<file path="config.mk">
export PLATFORM = sky130hd
export DESIGN_NAME = shift_pattern_engine
export DESIGN_NICKNAME = d
export VERILOG_FILES = /design/src/rtl/shift_pattern_engine.sv
export SDC_FILE = /design/constraint.sdc
export NUM_CORES = 1
export LEC_CHECK = 0
export ABC_AREA = 1
export CORE_AREA = 3 3 94 60
export CTS_BUF_LIST = sky130_fd_sc_hd__clkbuf_8
export CTS_CLUSTER_SIZE = 25
export DETAILED_ROUTE_END_ITERATION = 10
export DIE_AREA = 0 0 97 63
export PLACE_DENSITY = 0.79
export SLEW_MARGIN = 20
export SYNTH_ARGS = -nofsm -noshare
export SYNTH_HDL_FRONTEND = slang
export SYNTH_SLANG_ARGS = --single-unit
</file>
<file path="constraint.sdc">
create_clock -name clk -period 1.8 [get_ports clk]
set_clock_uncertainty 0.1 [all_clocks]
set_input_delay 0.27 -clock clk [delete_from_list [all_inputs] [get_ports clk]]
set_output_delay 0.27 -clock clk [all_outputs]
set_load 0.01 [all_outputs]
</file>
<file path="src/rtl/shift_pattern_engine.sv">
// LED pattern shift engine: prescaled step strobe driving shift, rotate,
// bounce or hold on a WIDTH-bit pattern register, with parallel load and clear.
module shift_pattern_engine #(
  parameter int WIDTH = 12,
  parameter int DIV_W = 23
) (
  input  logic             clk,
  input  logic             reset,
  input  logic             run,
  input  logic [1:0]       mode,
  input  logic             dir,
  input  logic             serial_in,
  input  logic             load,
  input  logic [WIDTH-1:0] load_value,
  input  logic             clear,
  output logic [WIDTH-1:0] q,
  output logic             tick,
  output logic             bdir
);

  typedef enum logic [1:0] {
    MODE_SHIFT  = 2'b00,
    MODE_ROTATE = 2'b01,
    MODE_BOUNCE = 2'b10,
    MODE_HOLD   = 2'b11
  } mode_e;

  logic [DIV_W-1:0] cnt;
  logic [WIDTH-1:0] q_step;
  logic             bdir_step;
  mode_e            mode_sel;

  assign mode_sel = mode_e'(mode);
  assign tick     = run && (cnt == {DIV_W{1'b1}});

  always_comb begin
    q_step    = q;
    bdir_step = bdir;
    case (mode_sel)
      MODE_SHIFT:
        q_step = dir ? {q[WIDTH-2:0], serial_in} : {serial_in, q[WIDTH-1:1]};
      MODE_ROTATE:
        q_step = dir ? {q[WIDTH-2:0], q[WIDTH-1]} : {q[0], q[WIDTH-1:1]};
      MODE_BOUNCE: begin
        // An empty pattern or one pinned at both ends has no legal move.
        if ((q != '0) && !(q[0] && q[WIDTH-1])) begin
          if (!bdir && q[0]) begin
            bdir_step = 1'b1;
            q_step    = {q[WIDTH-2:0], 1'b0};
          end else if (bdir && q[WIDTH-1]) begin
            bdir_step = 1'b0;
            q_step    = {1'b0, q[WIDTH-1:1]};
          end else if (bdir) begin
            q_step = {q[WIDTH-2:0], 1'b0};
          end else begin
            q_step = {1'b0, q[WIDTH-1:1]};
          end
        end
      end
      MODE_HOLD: q_step = q;
      default:   q_step = q;
    endcase
  end

  always_ff @(posedge clk) begin
    if (reset) begin
      q    <= '0;
      cnt  <= '0;
      bdir <= 1'b0;
    end else if (clear) begin
      q    <= '0;
      cnt  <= '0;
      bdir <= dir;
    end else begin
      if (run) cnt <= cnt + 1'b1;
      // A load on a tick edge swallows that step; the prescaler still wraps.
      if (load) begin
        q    <= load_value;
        bdir <= dir;
      end else if (tick) begin
        q    <= q_step;
        bdir <= bdir_step;
      end
    end
  end

endmodule
</file>
==> results of run 1 <==
[cells by family (layout without fill, tap and decap cells)]
family	count (synthesis)	after routing	synth area share [%]
buf+inv	60	137	10.9
compound gates	76	76	16.3
fa+ha+maj	4	4	2.04
xor+xnor	3	3	1.07
simple gates	219	222	40.4
flops	36	36	29.4
[where the power goes]
group          switching [uW]  internal (uW)
sequential               20.0            811
clock                     325            263
combinational             248            189
[through the flow]
stage	instance area (um^2)	instances	setup TNS, ps
floorplan	2450	398	0
global placement	3160	529	-5760
detailed placement	3160	529	-6210
CTS	3430	543	0
global route	3540	544	-556
finish	3540	544	0
[state kept, by name (all words and copies together), names as in the netlist]
register	count
cnt	23
bdir	1
q	12
[area by class of cell]
cell class	count	share of cell area (%)
Sequential cell	36	20.5
Inverter	47	4.98
Tap cell	66	2.33
Timing Repair Buffer	83	21.8
Clock inverter	2	0.353
Clock buffer	5	1.94
Multi-Input combinational cell	305	48.1
[routing by layer]
layer	vias to the layer above	wire length, um	GRT usage (%)	share of wire (%)
li1	1444	-	-	-
met1	1379	3690	38.4	44
met2	211	3550	37.3	42
met3	35	948	6.80	11
met4	0	192	8.58	2.3
met5	-	0	0	0
[cells in the final DEF (no fill, tap or decap), types with 2 or more instances in the layout]
master / netlist / routed
a21oi_1: 46 / 27
a21oi_2: 0 / 17
a21oi_4: 0 / 2
a31oi_1: 2 / 2
buf_12: 0 / 4
buf_4: 1 / 41
buf_6: 5 / 4
clkbuf_8: 0 / 5
clkdlybuf4s50_1: 0 / 30
dfxtp_1: 36 / 31
dfxtp_2: 0 / 5
dlymetal6s2s_1: 0 / 2
ha_1: 4 / 2
inv_1: 45 / 43
inv_2: 1 / 3
nand2_1: 100 / 96
nand2_2: 3 / 6
nand2_4: 2 / 2
nand2_8: 0 / 4
nand3_1: 24 / 19
nand3_2: 8 / 13
nand4_1: 3 / 3
nor2_1: 56 / 53
nor2_2: 4 / 4
nor2_4: 3 / 6
nor3_1: 11 / 11
nor4_1: 2 / 2
o21ai_0: 22 / 22
o21bai_1: 3 / 3
xor2_1: 2 / 2
[path summary, 6_finish.rpt]
path,end,cells after the start,start,slack (ps)
max,q[0],12,cnt[1],20
min,cnt[11],2,cnt[11],400
max reg2reg,q[0],12,cnt[1],20
min reg2reg,cnt[11],2,cnt[11],400
[critical path, stage by stage, from the launching register on]
cell and delay, ps:
dfxtp_2 360, ha_4 140, inv_2 50, nor2_4 90, nand2_2 80, nor2_4 100, nand2_2 70, buf_6 120
nor2_4 120, buf_12 160, nand2_8 90, a21oi_2 140, nor2_1 70
[timing repair]
item / 4_1_cts / 5_1_grt
cloned: 4 / 0
setup buffers: 3 / 1
gates resized for setup: 39 / 26
pin swaps: 8 / 11
endpoints found under the setup margin: 15 / 16
==> impl_metrics.py, run 1 <==
metrics = {
    "finish": {
        "multi_input_area_um2": 1700,
        "drive_gt1_share_pct": 25.7,
        "n_antenna_cell": 0,
        "syn_to_final_growth_pct": 44.3,
        "post-route-util_pct": 71.9,
        "ff_latch_area_um2": 727,
        "nets": 503,
        "n_fill_cell": 383,
    },
    "critical_path": {
        "cp-start-kind": "register",
        "crit_type": "register to register",
        "cp.required_ps": 1890,
        "arrival_ps": 1880,
        "end_kind": "register",
        "crit_fanout": 6,
    },
    "power_and_ir_drop": {
        "powerDensity_nw_per_um2": 524,
        "total_power_uw": 1860,
        "ir_drop_uv": 351,
        "leakage_uw": 0.00151,
    },
    "outcome": {
        "status": "finished clean",
    },
    "logic_synthesis": {
        "ys_types": 31,
        "synth_top_area_share_pct": 29.4,
        "syn_avg_cell_area_um2": 6.17,
        "ys_top_cells_by_count": "100 x nand2_1, 56 x nor2_1, 46 x a21oi_1",
        "syn_nets": 423,
        "synth_ff_type": "dfxtp_1",
        "ys_ff_latch": 36,
        "netlist_top_cells_area": "dfxtp_1 29%, nand2_1 15%, a21oi_1 9.4%",
        "yosysMostFrequentCell": "nand2_1",
        "syn_area_um2": 2450,
        "synth-async-reset-ratio_pct": 0,
        "yosys_warnings": 0,
        "yosysTopAreaCell": "dfxtp_1",
        "synth_edf_count": 0,
        "ys_seq_area_share_pct": 29.4,
        "syn-instance-count": 398,
    },
    "drt": {
        "drt-initial-drc-count": 477,
        "vias": 3069,
        "first_pass_iters": 6,
        "wl_per_cell_um": 15.4,
        "vias_per_cell": 5.64,
        "drt-total-wl_um": 8380,
        "drc": 0,
        "ant_nets": 0,
    },
    "place": {
        "dp_hpwl_um": 5110,
        "dpl_worst_slack_ps": -450,
        "gp_congestion": 0.926,
        "place.port_buffers": 34,
    },
    "timing": {
        "postLayoutSetupSlackWorst_ps": 17.7,
        "holdWs_ps": 397,
        "drv_slew": 0,
        "worstMarginPinSlew_ps": 442,
        "finalCriticalPeriod_ps": 1780,
        "fin_crit_sh_pct": 99.0,
        "setup_viol": 0,
        "grt_setup_unrepaired": "true",
        "max_freq_mhz": 561,
        "relSlewSlack_pct": 70.2,
        "hold_viol": 0,
    },
    "clock_tree": {
        "clock_sinks": 36,
        "cts-root-buf": "clkbuf_8",
        "clockBufferDepth": 2,
        "clock_latency_ps": 300,
        "numCtsBuffers": 5,
        "hold_buffers": 0,
        "htree_levels": 2,
        "path_clk_slew_ps": 80,
        "cts_tree": "built",
    },
    "floorplanning": {
        "ios": 35,
        "core_um2": 4930,
        "num_rows": 20,
        "die_h_um": 63,
        "die_x_um": 97,
        "die_area_um2": 6110,
        "start_util_pct": 49.8,
    },
    "grt": {
        "grt_first_pass_wirelength_um": 13100,
        "grt_usage_pct": 26.3,
        "grt-ovfl-total": 0,
        "grt_pass1_vias": 2724,
        "grt_antenna_before_repair": 0,
        "grt_max_degree": 28,
    },
    "worst_hold_path": {
        "hp-class": "register to register",
    },
    "flow_run": {
        "drv_cap": 0,
    },
}
Power figures use the tool's default switching activity.
==> inputs of run 2 (changes only) <==
--- a/config.mk
+++ b/config.mk
@@ -6,12 +6,13 @@
 export NUM_CORES = 1
 export LEC_CHECK = 0
 export ABC_AREA = 1
-export CORE_AREA = 3 3 94 60
+export CORE_AREA = 3 3 119 75
 export CTS_BUF_LIST = sky130_fd_sc_hd__clkbuf_8
 export CTS_CLUSTER_SIZE = 25
 export DETAILED_ROUTE_END_ITERATION = 10
-export DIE_AREA = 0 0 97 63
-export PLACE_DENSITY = 0.79
+export DIE_AREA = 0 0 122 78
+export GPL_ROUTABILITY_DRIVEN = 0
+export PLACE_DENSITY = 0.54
 export SLEW_MARGIN = 20
 export SYNTH_ARGS = -nofsm -noshare
 export SYNTH_HDL_FRONTEND = slang
==> impl_metrics.py, run 2 (synthesis results as in run 1) <==
metrics = {
    "clock_tree": {
        "hold_buffers": 0,
        "numCtsBuffers": 5,
        "clockBufferDepth": 2,
        "cts-root-buf": "clkbuf_8",
        "path_clk_slew_ps": 70,
        "htree_levels": 2,
        "clock_sinks": 36,
        "clock_latency_ps": 300,
        "cts_tree": "built",
    },
    "drt": {
        "vias_per_cell": 4.73,
        "drt-initial-drc-count": 274,
        "first_pass_iters": 4,
        "vias": 2819,
        "ant_nets": 0,
        "drt-total-wl_um": 8060,
        "drc": 0,
        "wl_per_cell_um": 13.5,
    },
    "grt": {
        "met1_usage_pct": 26.9,
        "grt_max_degree": 35,
        "grt_antenna_before_repair": 0,
        "grt_use_met2_pct": 23.0,
        "met3_usage_pct": 3.20,
        "gr-max-usage-layer": "met1",
        "grt-ovfl-total": 0,
        "grt_first_pass_wirelength_um": 12800,
        "grt_pass1_vias": 2509,
        "grt_usage_pct": 17.0,
    },
    "finish": {
        "multi_input_area_um2": 1670,
        "final_area_um2": 3620,
        "nets": 513,
        "ff_latch_area_um2": 723,
        "drive_gt1_share_pct": 24.8,
        "post-route-util_pct": 46.1,
        "reg_top3": "cnt x23, q x12, bdir x1",
        "largest_register_ff_count": 23,
        "final_common_cell": "nand2_1",
        "mostFrequentLayoutCells": "98 x nand2_1, 54 x buf_4, 53 x nor2_1",
        "syn_to_final_growth_pct": 47.4,
        "n_fill_cell": 783,
        "n_antenna_cell": 0,
        "largest-register": "cnt",
    },
    "power_and_ir_drop": {
        "total_power_uw": 1810,
        "leakage_uw": 0.00156,
        "ir_drop_uv": 300,
        "powerDensity_nw_per_um2": 501,
    },
    "timing": {
        "worstMarginPinSlew_ps": 498,
        "setup_tns_ps": 0,
        "drv_slew": 0,
        "max_freq_mhz": 557,
        "relSlewSlack_pct": 66.5,
        "holdWs_ps": 398,
        "finalCriticalPeriod_ps": 1790,
        "grt_setup_unrepaired": "true",
        "fin_crit_sh_pct": 99.7,
        "hold_viol": 0,
        "setup_viol": 0,
    },
    "critical_path": {
        "cp_top_family": "simple AND/OR/NAND/NOR gates",
        "arrival_ps": 1880,
        "cp.required_ps": 1890,
        "cpMostUsedCell": "nor2_4",
        "cp_cell_sequence": "ha_4, inv_4, nor2_4, nand2_4, nor2_4, nand2_2, buf_6, nor2_4, buf_12, nand2_8, a21oi_2, nor2_1",
        "crit_fanout": 6,
        "crit_path_max_incr_delay_ps": 350,
        "crit_type": "register to register",
        "slowest_stage": "dfxtp_2",
        "cp-start-kind": "register",
        "regToRegSetupSlack_ps": 6,
        "end_kind": "register",
        "worst-path-buf-inv": 3,
    },
    "place": {
        "place.port_buffers": 34,
        "dp_hpwl_um": 5530,
        "dpl_cell_area_um2": 3250,
    },
    "flow_run": {
        "drv_cap": 0,
    },
    "floorplanning": {
        "die_area_um2": 9520,
        "die_x_um": 122,
        "num_rows": 25,
        "ios": 35,
        "start_util_pct": 31.3,
        "core_um2": 7850,
        "die_h_um": 78,
    },
    "outcome": {
        "status": "finished clean",
    },
    "worst_hold_path": {
        "hp-class": "register to register",
    },
}
[run 2: cell types whose count changed in the layout (fill, tap and decap cells not counted), sizes merged]
| cell | previous run | this run |
|---|---|---|
| clkinvlp | 1 | 0 |
| buf | 50 | 60 |
| inv | 46 | 47 |
| clkdlybuf4s50 | 30 | 31 |
| dlymetal6s2s | 2 | 1 |
[run 2: worst register-to-register path, cell delays in order, from the launching register on]
cell     delay (ps)
dfxtp_2         350
ha_4            160
inv_4            40
nor2_4          140
nand2_4          80
nor2_4          100
nand2_2          70
buf_6           120
nor2_4           90
buf_12          160
nand2_8         100
a21oi_2         160
nor2_1           40
[run 2: final timing paths]
path,cells past startpoint,to,startpoint
setup / recovery,12,q[0],cnt[0]
hold reg to reg,2,cnt[19],cnt[19]
hold / removal,2,cnt[19],cnt[19]
setup reg to reg,12,q[0],cnt[0]
[run 2: metrics by stage]
stage | std cells | setup slack (ps)
after global routing | 596 | -75.2
final | 596 | 6.04
after CTS | 592 | -9.68
after global placement | 578 | -455
after floorplan | 398 | 120
after detailed placement | 578 | -436
[run 2: area by class of cell]
type,count,area share [%]
Multi-Input combinational cell,305,46.2
Inverter,47,4.94
Timing Repair Buffer,93,23.0
Clock inverter,2,0.242
Sequential cell,36,20.0
Clock buffer,5,1.90
Tap cell,108,3.73
[run 2: routing by layer]
layer | wire (um) | up-vias | share of wire [%]
li1 | - | 1471 | -
met1 | 4290 | 1247 | 53
met2 | 3140 | 94 | 39
met3 | 544 | 7 | 6.8
met4 | 75 | 0 | 0.93
met5 | 0 | - | 0
[run 2: timing repair]
item,in CTS,in global routing
setup endpoints to repair,16,18
cloned,3,1
resized for setup,32,20
setup buffers,4,3
pin swaps,7,12
[run 2: report_power, final]
part           internal (uW)  total, uW  switching [uW]  leakage, uW
logic                    187        426             240      0.00122
registers                811        825            14.0     0.000293
clock network            258        560             302    0.0000452
==> inputs of run 3 (changes only) <==
--- a/config.mk
+++ b/config.mk
@@ -13,6 +13,7 @@
 export DIE_AREA = 0 0 122 78
 export GPL_ROUTABILITY_DRIVEN = 0
 export PLACE_DENSITY = 0.54
+export SKIP_LAST_GASP = 1
 export SLEW_MARGIN = 20
 export SYNTH_ARGS = -nofsm -noshare
 export SYNTH_HDL_FRONTEND = slang
==> impl_metrics.py, run 3 (synthesis results as in run 1) <==
metrics = {
    "outcome": {
        "status": "finished clean",
    },
    "drt": {
        "ant_nets": 0,
        "first_pass_iters": 5,
        "drc": 0,
        "vias": 2822,
        "vias_per_cell": 4.73,
        "drt-total-wl_um": 8050,
        "wl_per_cell_um": 13.5,
        "drt-initial-drc-count": 312,
    },
    "floorplanning": {
        "die_h_um": 78,
        "core_um2": 7850,
        "ios": 35,
        "num_rows": 25,
        "start_util_pct": 31.3,
        "die_x_um": 122,
        "die_area_um2": 9520,
    },
    "worst_hold_path": {
        "holdPathStages": 2,
        "hp-class": "register to register",
    },
    "power_and_ir_drop": {
        "leakage_uw": 0.00155,
        "powerDensity_nw_per_um2": 500,
        "total_power_uw": 1810,
        "ir_drop_uv": 302,
    },
    "finish": {
        "syn_to_final_growth_pct": 47.2,
        "nets": 513,
        "multi_input_area_um2": 1670,
        "reg_top3": "cnt x23, q x12, bdir x1",
        "ff_latch_area_um2": 723,
        "n_antenna_cell": 0,
        "mostFrequentLayoutCells": "98 x nand2_1, 54 x buf_4, 53 x nor2_1",
        "stdcell_count": 596,
        "drive_gt1_share_pct": 24.6,
        "post-route-util_pct": 46.0,
        "final_common_cell": "nand2_1",
        "n_fill_cell": 782,
        "final_area_um2": 3610,
        "largest_register_ff_count": 23,
        "largest-register": "cnt",
    },
    "clock_tree": {
        "cts_tree": "built",
        "clock_latency_ps": 290,
        "clock_sinks": 36,
        "htree_levels": 2,
        "numCtsBuffers": 5,
        "path_clk_slew_ps": 70,
        "clockBufferDepth": 2,
        "cts-root-buf": "clkbuf_8",
    },
    "critical_path": {
        "crit_type": "register to register",
        "rr_worst_depth": 12,
        "end_kind": "register",
        "crit_fanout": 6,
        "cp.required_ps": 1890,
        "cp-start-kind": "register",
        "arrival_ps": 1890,
    },
    "grt": {
        "grt_antenna_before_repair": 0,
        "grt_pass1_vias": 2509,
        "grt_first_pass_wirelength_um": 12800,
        "grt-ovfl-total": 0,
        "grt_max_degree": 35,
        "grt_usage_pct": 17.0,
    },
    "timing": {
        "fin_crit_sh_pct": 99.7,
        "max_freq_mhz": 557,
        "drv_slew": 0,
        "worstMarginPinSlew_ps": 498,
        "hold_viol": 0,
        "relSlewSlack_pct": 66.5,
        "setup_tns_ps": 0,
        "grt_setup_unrepaired": "true",
        "finalCriticalPeriod_ps": 1790,
        "setup_viol": 0,
    },
    "place": {
        "dp_hpwl_um": 5530,
        "place.port_buffers": 34,
        "dpl_cell_area_um2": 3250,
        "dp_cells": 578,
    },
    "flow_run": {
        "drv_cap": 0,
    },
}
==> run 3: cell counts in the layout (fill, tap and decap cells not counted) <==
No cell type changed its count.
==> run 3: worst paths after layout <==
| check | start | end | slack [ps] |
|---|---|---|---|
| max | cnt[0] | q[0] | 6 |
| min | cnt[19] | cnt[19] | 400 |
| min reg2reg | cnt[19] | cnt[19] | 400 |
| max reg2reg | cnt[0] | q[0] | 6 |
==> run 3: worst max-delay path, cell delays in order (launching register included) <==
cell	delay, ps
dfxtp_2	350
ha_4	160
inv_4	40
nor2_4	140
nand2_4	80
nor2_4	90
nand2_2	70
buf_6	120
nor2_4	90
buf_12	160
nand2_8	100
a21oi_2	150
nor2_1	40
==> run 3: where the power goes <==
part	internal, uW	switching [uW]	total, uW	leakage (uW)
clock network	258	298	556	0.0000452
registers	811	14.0	825	0.000293
logic	186	239	425	0.00122
total	1260	551	1810	0.00155
==> run 3: timing repair <==
item	CTS	global route
setup buffers	4	3
hold buffers	0	0
pin swaps	7	12
cloned	3	1
setup endpoints to repair	16	18
resized for setup	32	19
==> run 3: area by class of cell <==
type | instances | share of cell area, %
clock buffers | 5 | 1.90
clock inverters | 2 | 0.242
inverters | 47 | 4.95
multi-input cells | 305 | 46.2
flip-flops and latches | 36 | 20.0
well taps | 108 | 3.74
repair buffers | 93 | 23.0
==> run 3: per-stage QoR <==
| stage | setup WS, ps | hold slack [ps] |
|---|---|---|
| floorplan | 120 | 305 |
| global placement | -455 | 375 |
| detailed placement | -436 | 385 |
| CTS | -9.68 | 395 |
| global route | -75.2 | 438 |
| finish | 5.57 | 398 |
==> run 3: metal layers <==
| layer | vias to the layer above | wire, um | GRT usage, % |
|---|---|---|---|
| met5 | - | 0 | 0 |
| met4 | 0 | 75 | 3.91 |
| met3 | 7 | 627 | 3.20 |
| met2 | 106 | 3090 | 23.0 |
| met1 | 1243 | 4250 | 26.9 |
| li1 | 1466 | - | - |
